[src/rtl/bf_pkg.sv]
// bf_pkg: shared constants, command encodings, frame field positions and FSM states
package bf_pkg;
  localparam int NUM_CH = 8;
  localparam int W_WIDTH = 5;
  localparam int FRAME_BITS = 32;
  localparam int CMD_LSB = 30;
  localparam int CH_LSB = 27;
  localparam int COS1_LSB = 15;
  localparam int SIN1_LSB = 10;
  localparam int COS2_LSB = 5;
  localparam int SIN2_LSB = 0;
  typedef enum logic [1:0] {CMD_NOP = 2'b00, CMD_WRITE = 2'b01, CMD_COMMIT = 2'b10, CMD_CLEAR = 2'b11} cmd_t;
  typedef enum logic [1:0] {IDLE, SHIFT, DECODE} state_t;
endpackage

[src/rtl/bf_spi_rx.sv]
// bf_spi_rx: synchronizes the SPI pins, frames on SS_N and shifts in one command word
module bf_spi_rx
  import bf_pkg::*;
#(
  parameter int SYNC_STAGES = 2
) (
  input  logic        clock,
  input  logic        reset,
  input  logic        sclk,
  input  logic        mosi,
  input  logic        ss_n,
  output logic        frame_valid,
  output logic [31:0] word,
  output logic [5:0]  bit_cnt
);
  logic [SYNC_STAGES-1:0] sclk_q, mosi_q, ss_q;
  logic sclk_d;
  logic sclk_rise;
  state_t state;
  assign sclk_rise = sclk_q[SYNC_STAGES-1] & ~sclk_d;
  // IDLE leaves on the select level, so a frame reselected during DECODE is still caught
  always_ff @(posedge clock or negedge reset)
    if (!reset) begin
      sclk_q <= '0;
      mosi_q <= '0;
      ss_q <= '1;
      sclk_d <= 1'b0;
      state <= IDLE;
      frame_valid <= 1'b0;
      word <= '0;
      bit_cnt <= '0;
    end else begin
      sclk_q <= {sclk_q[SYNC_STAGES-2:0], sclk};
      mosi_q <= {mosi_q[SYNC_STAGES-2:0], mosi};
      ss_q <= {ss_q[SYNC_STAGES-2:0], ss_n};
      sclk_d <= sclk_q[SYNC_STAGES-1];
      frame_valid <= 1'b0;
      case (state)
        IDLE:
          if (!ss_q[SYNC_STAGES-1]) begin
            state <= SHIFT;
            word <= '0;
            bit_cnt <= '0;
          end
        SHIFT:
          if (ss_q[SYNC_STAGES-1]) begin
            state <= DECODE;
            frame_valid <= 1'b1;
          end else if (sclk_rise) begin
            word <= {word[30:0], mosi_q[SYNC_STAGES-1]};
            bit_cnt <= (bit_cnt == 6'd33) ? bit_cnt : bit_cnt + 6'd1;
          end
        default: state <= IDLE;
      endcase
    end
endmodule

[src/rtl/bf_weight_ctrl.sv]
// bf_weight_ctrl: SPI-loaded shadow beamformer weights, committed to the active bank on a frame tick
module bf_weight_ctrl
  import bf_pkg::*;
#(
  parameter int NUM_CH = bf_pkg::NUM_CH,
  parameter int W_WIDTH = bf_pkg::W_WIDTH,
  parameter int SYNC_STAGES = 2
) (
  input  logic                        clock,
  input  logic                        reset,
  input  logic                        sclk,
  input  logic                        mosi,
  input  logic                        ss_n,
  input  logic                        frame_tick,
  output logic [NUM_CH*W_WIDTH-1:0]   w_cos_1,
  output logic [NUM_CH*W_WIDTH-1:0]   w_sin_1,
  output logic [NUM_CH*W_WIDTH-1:0]   w_cos_2,
  output logic [NUM_CH*W_WIDTH-1:0]   w_sin_2,
  output logic                        commit_pending,
  output logic                        commit_done,
  output logic                        frame_err,
  output logic [7:0]                  err_cnt
);
  logic frame_valid;
  logic [31:0] word;
  logic [5:0] bit_cnt;
  logic [NUM_CH*W_WIDTH-1:0] s_cos_1, s_sin_1, s_cos_2, s_sin_2;
  cmd_t cmd;
  logic [2:0] ch;
  logic ok, acc, commit;
  bf_spi_rx #(.SYNC_STAGES(SYNC_STAGES)) u_rx (
    .clock(clock),
    .reset(reset),
    .sclk(sclk),
    .mosi(mosi),
    .ss_n(ss_n),
    .frame_valid(frame_valid),
    .word(word),
    .bit_cnt(bit_cnt)
  );
  assign cmd = cmd_t'(word[CMD_LSB +: 2]);
  assign ch = word[CH_LSB +: 3];
  assign ok = bit_cnt == 6'd32 && !(commit_pending && (cmd == CMD_WRITE || cmd == CMD_CLEAR));
  assign acc = frame_valid && ok;
  assign commit = commit_pending && frame_tick;
  always_ff @(posedge clock or negedge reset)
    if (!reset) begin
      w_cos_1 <= '0;
      w_sin_1 <= '0;
      w_cos_2 <= '0;
      w_sin_2 <= '0;
      s_cos_1 <= '0;
      s_sin_1 <= '0;
      s_cos_2 <= '0;
      s_sin_2 <= '0;
      commit_pending <= 1'b0;
      commit_done <= 1'b0;
      frame_err <= 1'b0;
      err_cnt <= '0;
    end else begin
      commit_done <= commit;
      frame_err <= frame_valid && !ok;
      if (frame_valid && !ok && err_cnt != 8'hff) err_cnt <= err_cnt + 8'd1;
      // pending only counts once registered, so a tick in the setting cycle cannot commit
      if (commit) begin
        w_cos_1 <= s_cos_1;
        w_sin_1 <= s_sin_1;
        w_cos_2 <= s_cos_2;
        w_sin_2 <= s_sin_2;
        commit_pending <= 1'b0;
      end else if (acc && (cmd == CMD_COMMIT || cmd == CMD_CLEAR)) commit_pending <= 1'b1;
      if (acc && cmd == CMD_WRITE && int'(ch) < NUM_CH) begin
        s_cos_1[int'(ch)*W_WIDTH +: W_WIDTH] <= word[COS1_LSB +: W_WIDTH];
        s_sin_1[int'(ch)*W_WIDTH +: W_WIDTH] <= word[SIN1_LSB +: W_WIDTH];
        s_cos_2[int'(ch)*W_WIDTH +: W_WIDTH] <= word[COS2_LSB +: W_WIDTH];
        s_sin_2[int'(ch)*W_WIDTH +: W_WIDTH] <= word[SIN2_LSB +: W_WIDTH];
      end
      if (acc && cmd == CMD_CLEAR) begin
        s_cos_1 <= '0;
        s_sin_1 <= '0;
        s_cos_2 <= '0;
        s_sin_2 <= '0;
      end
    end
endmodule

[config.mk]
export PLATFORM = sky130hd
export DESIGN_NAME = bf_weight_ctrl
export DESIGN_NICKNAME = d
export VERILOG_FILES = /design/src/rtl/bf_pkg.sv /design/src/rtl/bf_spi_rx.sv /design/src/rtl/bf_weight_ctrl.sv
export SDC_FILE = /design/constraint.sdc
export NUM_CORES = 1
export LEC_CHECK = 0
export CAP_MARGIN = 20
export CORE_UTILIZATION = 40
export CTS_CLUSTER_SIZE = 20
export DETAILED_ROUTE_END_ITERATION = 10
export PLACE_DENSITY_LB_ADDON = 0.2
export SLEW_MARGIN = 20
export SYNTH_ARGS = -nofsm -noshare
export SYNTH_HDL_FRONTEND = slang
export SYNTH_SLANG_ARGS = --single-unit
[constraint.sdc]
create_clock -name clock -period 5.7 [get_ports clock]
set_input_delay 1.71 -clock clock [delete_from_list [all_inputs] [get_ports clock]]
set_output_delay 1.71 -clock clock [all_outputs]
set_load 0.02 [all_outputs]
==> run metrics, run 1 <==
Chip Width approximately 200 microns; hold path endpoint u_rx.mosi_q[1]$_DFF_PN0_; Routed Antenna Nets 0; DR DRC count 0; Clk Latency, worst-skew pair 0.54 ns; syn nets between 1,000 and 1,500; normalized max-slew margin 0.286; main area contributors after synthesis dfrtp_1 61%, mux2_2 13%, nand2_1 5.0%; Place WS about 1.8 ns; core area 0.0380 sq mm; ys async rst share 1.00; routed vias/inst 5.17; vias in the first global route 10,300; Worst-path clk slew 0.06 ns; non-filler cells, final just under 2,000; top-area cell type share of the netlist area 0.605; RSZ-0062 raised after global routing false; HP Start u_rx.mosi_q[0]$_DFF_PN0_; minimum clock period between 3 and 4 ns; P_leak between 0.008 and 0.009 uW; post-synthesis instance total roughly 1,300; fin nets between 1,000 and 1,500; GRT overflow 0; Area Growth Syn to Fin 22.3%; setup_tns 0 ns; # Max-Cap Violations 0; Clock Skew 0.0128 ns; r2r endpoint s_cos_2[2]$_DFFE_PN0P_; routability congestion estimate around 0.75; H-tree depth 2; power density over cell area slightly below 300 mW/mm^2; Num CTS Buffers just over 40; CTS hold repair buffers 0; Hold WC Path Type reg -> reg; Post-synth EDFFs 0; root buf cell clkbuf_16; drt first pass iters 5; initial antenna violation count 0; worst r2r src u_rx.word[27]$_DFFE_PN0P_; Max IR drop VDD 0.173 mV; share of cells above drive strength 1 0.188; Die Ht around 200 microns; I/O pins between 150 and 200; DP Area 0.0177 sq mm; CTS tree built; top_reg_cell synth dfrtp_1; via count 10,200; fin crit share 0.612; crit path launch u_rx.word[27]$_DFFE_PN0P_; largest net degree at the start of global routing 120; Cells after DPL between 1,500 and 2,000; status finished clean; Unique masters post-synth between 40 and 50; DRT iter0 DRCs around 660; antenna cells 0; largest area contributor in the netlist dfrtp_1; Min-Delay Path Depth 0; Initial Utilization 0.410; Site Rows 71; overall global routing resource usage 0.193; Sinks on Clock Net 379; Port Buf Inserts between 150 and 200; post-cts resize count 0; die area approximately 0.04 sq mm; WS Path Type reg -> reg; highest clock rate between 200 and 300 MHz; worst r2r path cells 6; synthesized area per cell roughly 12 sq um; synthesized flop and latch total approximately 380; Seq/Total Area, Yosys 0.608; peak fanout along the critical path 27; Syn. warnings 0; crit end category register; hpwl dp around 24,000 microns; number of post-CTS setup repair buffers 0; first-pass GRT wire length 59,700 microns; Worst-Margin Slew 1.07 ns; tightest hold margin ~0.35 ns; WL final approximately 37,000 microns; startpoint class of the critical path register; setup ws final ~2.2 ns; flop2flop setup slack 2.21 ns; final setup violation count 0; fin. max-slew vios 0; drt wl/cell around 19 microns; Mapped Area 0.0156 sq mm; Hold Vio Cnt, Final 0; Worst Path Arrival between 3 and 4 ns; critical path required time just over 6 ns; final instance area 0.0191 sq mm; clock buffer depth 3
==> cells in the final DEF, fill, tap and decap left out, types with 3 or more instances in the layout <==
cell             netlist  final
dfrtp_1              377    377
nand2_1              207    206
mux2_2               180    180
clkdlybuf4s50_1        0    175
a21oi_1               86     86
o21ai_0               84     83
mux2i_1               62     62
nand3_1               58     58
clkbuf_16              0     41
and3_1                26     26
nor3_1                19     19
or3_1                 17     17
clkbuf_1              44     16
clkbuf_8               0     11
inv_1                  9      9
nor2_1                 9      8
nand4_1                8      8
buf_4                  6      8
ha_1                   7      7
and2_1                 5      5
xor2_1                 5      5
o31ai_1                5      5
nand2b_1               4      4
buf_12                 0      4
nand4_4                3      3
nor4_1                 3      3
==> metal layers <==
metal,GRT usage,wire length [microns],part of all wire,up-vias
li1,-,-,-,4766
met3,0.0331,1610,0.043,37
met5,0,0,0,-
met1,0.273,17100,0.46,5227
met4,0.0418,491,0.013,0
met2,0.312,18100,0.48,211
==> worst max path at each step <==
stage | slack, ns | to | cells after the start
4_1_cts | 2.18 | commit_pending | 1
6_report | 2.21 | s_cos_2[2]$_DFFE_PN0P_ | 6
5_1_grt | 1.95 | s_cos_2[3]$_DFFE_PN0P_ | 6
3_5_place_dp | 1.77 | w_sin_1[17]$_DFFE_PN0P_ | 5
2_1_floorplan | 2.81 | w_sin_1[16]$_DFFE_PN0P_ | 5
3_3_place_gp | 1.79 | w_sin_1[32]$_DFFE_PN0P_ | 5
==> flip-flops by register name, summed over array words and instances, names as in the netlist <==
name,flops
s_cos_2,40
u_rx.word,32
s_sin_1,40
u_rx.frame_valid,1
w_cos_1,40
frame_err,1
s_cos_1,40
u_rx.sclk_q,2
w_sin_2,40
w_sin_1,40
u_rx.state,2
commit_done,1
w_cos_2,40
s_sin_2,40
u_rx.mosi_q,2
u_rx.sclk_d,1
u_rx.ss_q,2
err_cnt,8
commit_pending,1
u_rx.bit_cnt,6
==> synth_stat cells (3+ instances only) <==
cell type,number
a21oi_1,86
and2_1,5
and3_1,26
and4_1,3
buf_2,35
buf_4,6
buf_6,6
clkbuf_1,44
dfrtp_1,377
ha_1,7
inv_1,9
mux2_2,180
mux2i_1,62
nand2_1,207
nand2b_1,4
nand3_1,58
nand4_1,8
nand4_4,3
nor2_1,9
nor2b_1,3
nor3_1,19
nor4_1,3
o21ai_0,84
o31ai_1,5
or3_1,17
xor2_1,5
==> worst max-delay path, stage by stage (launching register included) <==
cell and delay (ns):
dfrtp_1 0.87, inv_1 0.18, ha_1 0.63, nor4_1 0.43, nand4_1 0.84, nand2_1 0.31, a21oi_1 0.09
==> cell families (layout without fill, tap and decap cells) <==
group / after synthesis / count (layout) / synth area share
compound gates: 183 / 183 / 0.0618
xor+xnor: 7 / 7 / 0.00490
fa+ha+maj: 7 / 7 / 0.00562
buf+inv: 103 / 274 / 0.0319
flops: 379 / 379 / 0.608
mux: 243 / 243 / 0.171
simple gates: 375 / 375 / 0.117
==> power by group <==
| group | switching (uW) | internal, uW | total (uW) |
|---|---|---|---|
| logic | 141 | 71.4 | 212 |
| registers | 35.6 | 2720 | 2750 |
| clock network | 1060 | 1530 | 2590 |
| total | 1230 | 4320 | 5550 |
==> final cells by class <==
class	count	area (sq um)
well taps	511	639
clock buffers	68	1240
flip-flops and latches	379	9490
repair buffers	189	1930
multi-input cells	815	5640
inverters	10	40.0
fillers	3447	19000
clock inverters	7	88.8
==> through the flow <==
step           utilization  power [uW]
3_5_place_dp         0.466        3020
2_1_floorplan            -        2890
3_3_place_gp         0.466        3010
6_report             0.502        5550
5_1_grt              0.502        5760
4_1_cts              0.501        5620
Power figures use the tool's default switching activity.
==> run 2: changes to the inputs <==
Clock period 5.7 ns to 2.83 ns, I/O delays scaled along.
==> run 2 against run 1 <==
Die area unchanged. Worst hold slack got worse by 0.11 ns. Cell area increased by 1.0%. Core utilization increased by 0.51 points. First-iteration DRC count decreased by 13%. Critical path depth decreased by 5. Clock skew decreased by 0.0038 ns. Count of clock-buffer cells in the layout decreased by 8. Non-clock buffer count increased by 22. Register-to-register slack got worse by 1.9 ns.
==> run metrics, run 2 (synthesis gave the netlist of run 1 again) <==
status finished clean; peak fanout along the critical path 6; clock buffer depth 3; DRT iter0 DRCs roughly 580; non-filler cells, final approximately 2,000; crit-path cells clkdlybuf4s50_1; Initial Utilization 0.410; most frequent cells in the layout 377 x dfrtp_1, 206 x nand2_1, 180 x mux2_2, 175 x clkdlybuf4s50_1, 86 x a21oi_1; antenna cells 0; # Max-Cap Violations 0; via count about 10,000; Int Pwr about 8800 uW; routability congestion estimate just under 0.8; Seq pwr share 0.491; Clock Skew 0.00895 ns; Max IR drop VDD about 0.39 mV; Chip Width 199 microns; critical path required time around 2 ns; normalized max-slew margin 0.418; sw frac 0.219; worst r2r src u_rx.word[28]$_DFFE_PN0P_; drt wl/cell about 19 microns; Hold Vio Cnt, Final 0; DR DRC count 0; H-tree depth 2; P_leak about 0.0091 uW; Hold WC Path Type in -> async; fin. max-slew vios 0; routed vias/inst approximately 5.1; RSZ-0062 raised after global routing false; Port Buf Inserts between 150 and 200; flop2flop setup slack between 0.3 and 0.4 ns; crit path buf inv count 1; largest net degree at the start of global routing 85; hpwl dp between 20,000 and 25,000 microns; final setup violation count 0; most common cell after layout, fill and taps aside dfrtp_1; core area roughly 0.038 sq mm; crit path launch commit_pending$_DFFE_PN0P_; clock share of power 0.470; drt first pass iters 5; r2r endpoint s_sin_2[19]$_DFFE_PN0P_; Top delay family on crit path buffers and inverters; CP peak stage delay ~0.67 ns; CP max stage cell clkdlybuf4s50_1; Area Growth Syn to Fin 23.5%; Worst-path clk slew 0.06 ns; first-pass GRT wire length ~60,000 microns; share of cells above drive strength 1 0.203; highest clock rate 387 MHz; Worst-Margin Slew between 0.8 and 0.9 ns; startpoint class of the critical path register; tightest hold margin between 0.2 and 0.25 ns; fin crit share 0.912; root buf cell clkbuf_16; Routed Antenna Nets 0; I/O pins 177; worst r2r path cells 6; GRT overflow 0; post-cts resize count 0; minimum clock period about 2.6 ns; CTS tree built; power density over cell area just under 600 mW/mm^2; switching power about 2500 uW; Num CTS Buffers 41; Power, Total roughly 11,000 uW; initial antenna violation count 0; Cells after DPL 1,926; Die Ht roughly 200 microns; Site Rows slightly above 70; overall global routing resource usage 0.194; fin nets 1,471; number of post-CTS setup repair buffers 0; crit end category primary output; die area 0.0398 sq mm; fill cell count 3,444; Clk Latency, worst-skew pair around 0.52 ns; Comb pwr share 0.039; CTS hold repair buffers 0; setup_tns 0 ns; Worst Path Arrival between 1.5 and 2 ns; WL final between 30,000 and 40,000 microns; vias in the first global route around 10,000; WS Path Type reg -> out; Sinks on Clock Net ~380
[run 2: worst max-delay path by stage]
| stage | to | slack (ns) | depth (start not counted) |
|---|---|---|---|
| 2_1_floorplan | s_cos_2[16]$_DFFE_PN0P_ | 0.58 | 8 |
| 3_3_place_gp | w_cos_2[21]$_DFFE_PN0P_ | 0.34 | 5 |
| 3_5_place_dp | w_sin_1[12]$_DFFE_PN0P_ | 0.33 | 5 |
| 4_1_cts | commit_pending | 0.20 | 1 |
| 5_1_grt | s_sin_1[17]$_DFFE_PN0P_ | 0.12 | 6 |
| 6_report | commit_pending | 0.25 | 1 |
[run 2: power by group through the flow]
stage | clock [uW] | sequential (uW) | combinational [uW]
2_1_floorplan | 0 | 5670 | 147
3_3_place_gp | 0 | 5640 | 437
3_5_place_dp | 0 | 5640 | 443
4_1_cts | 5460 | 5540 | 446
5_1_grt | 5680 | 5550 | 489
6_report | 5310 | 5540 | 435
[run 2: cell type report]
cell class / count / area (sq um) / share of cell area
multi-input combinational: 815 / 5640 / 0.293
inverter: 10 / 40.0 / 0.00208
timing repair buffer: 211 / 2120 / 0.110
clock inverter: 12 / 139 / 0.00721
sequential: 379 / 9490 / 0.492
clock buffer: 60 / 1200 / 0.0622
tap: 511 / 639 / 0.0332
[run 2: per-layer routing]
metal  up-vias  track usage  share of wire
met1      5151        0.269           0.46
met4         0       0.0498          0.019
met3        51       0.0343          0.044
met5         -            0              0
li1       4827            -              -
met2       205        0.314           0.48
[run 2: metrics by stage]
stage	worst slack, ns	util	area, sq um
3_5_place_dp	0.332	0.471	17900
3_3_place_gp	0.338	0.471	17900
5_1_grt	0.123	0.507	19300
6_report	0.248	0.507	19300
2_1_floorplan	0.576	-	15600
4_1_cts	0.203	0.507	19300
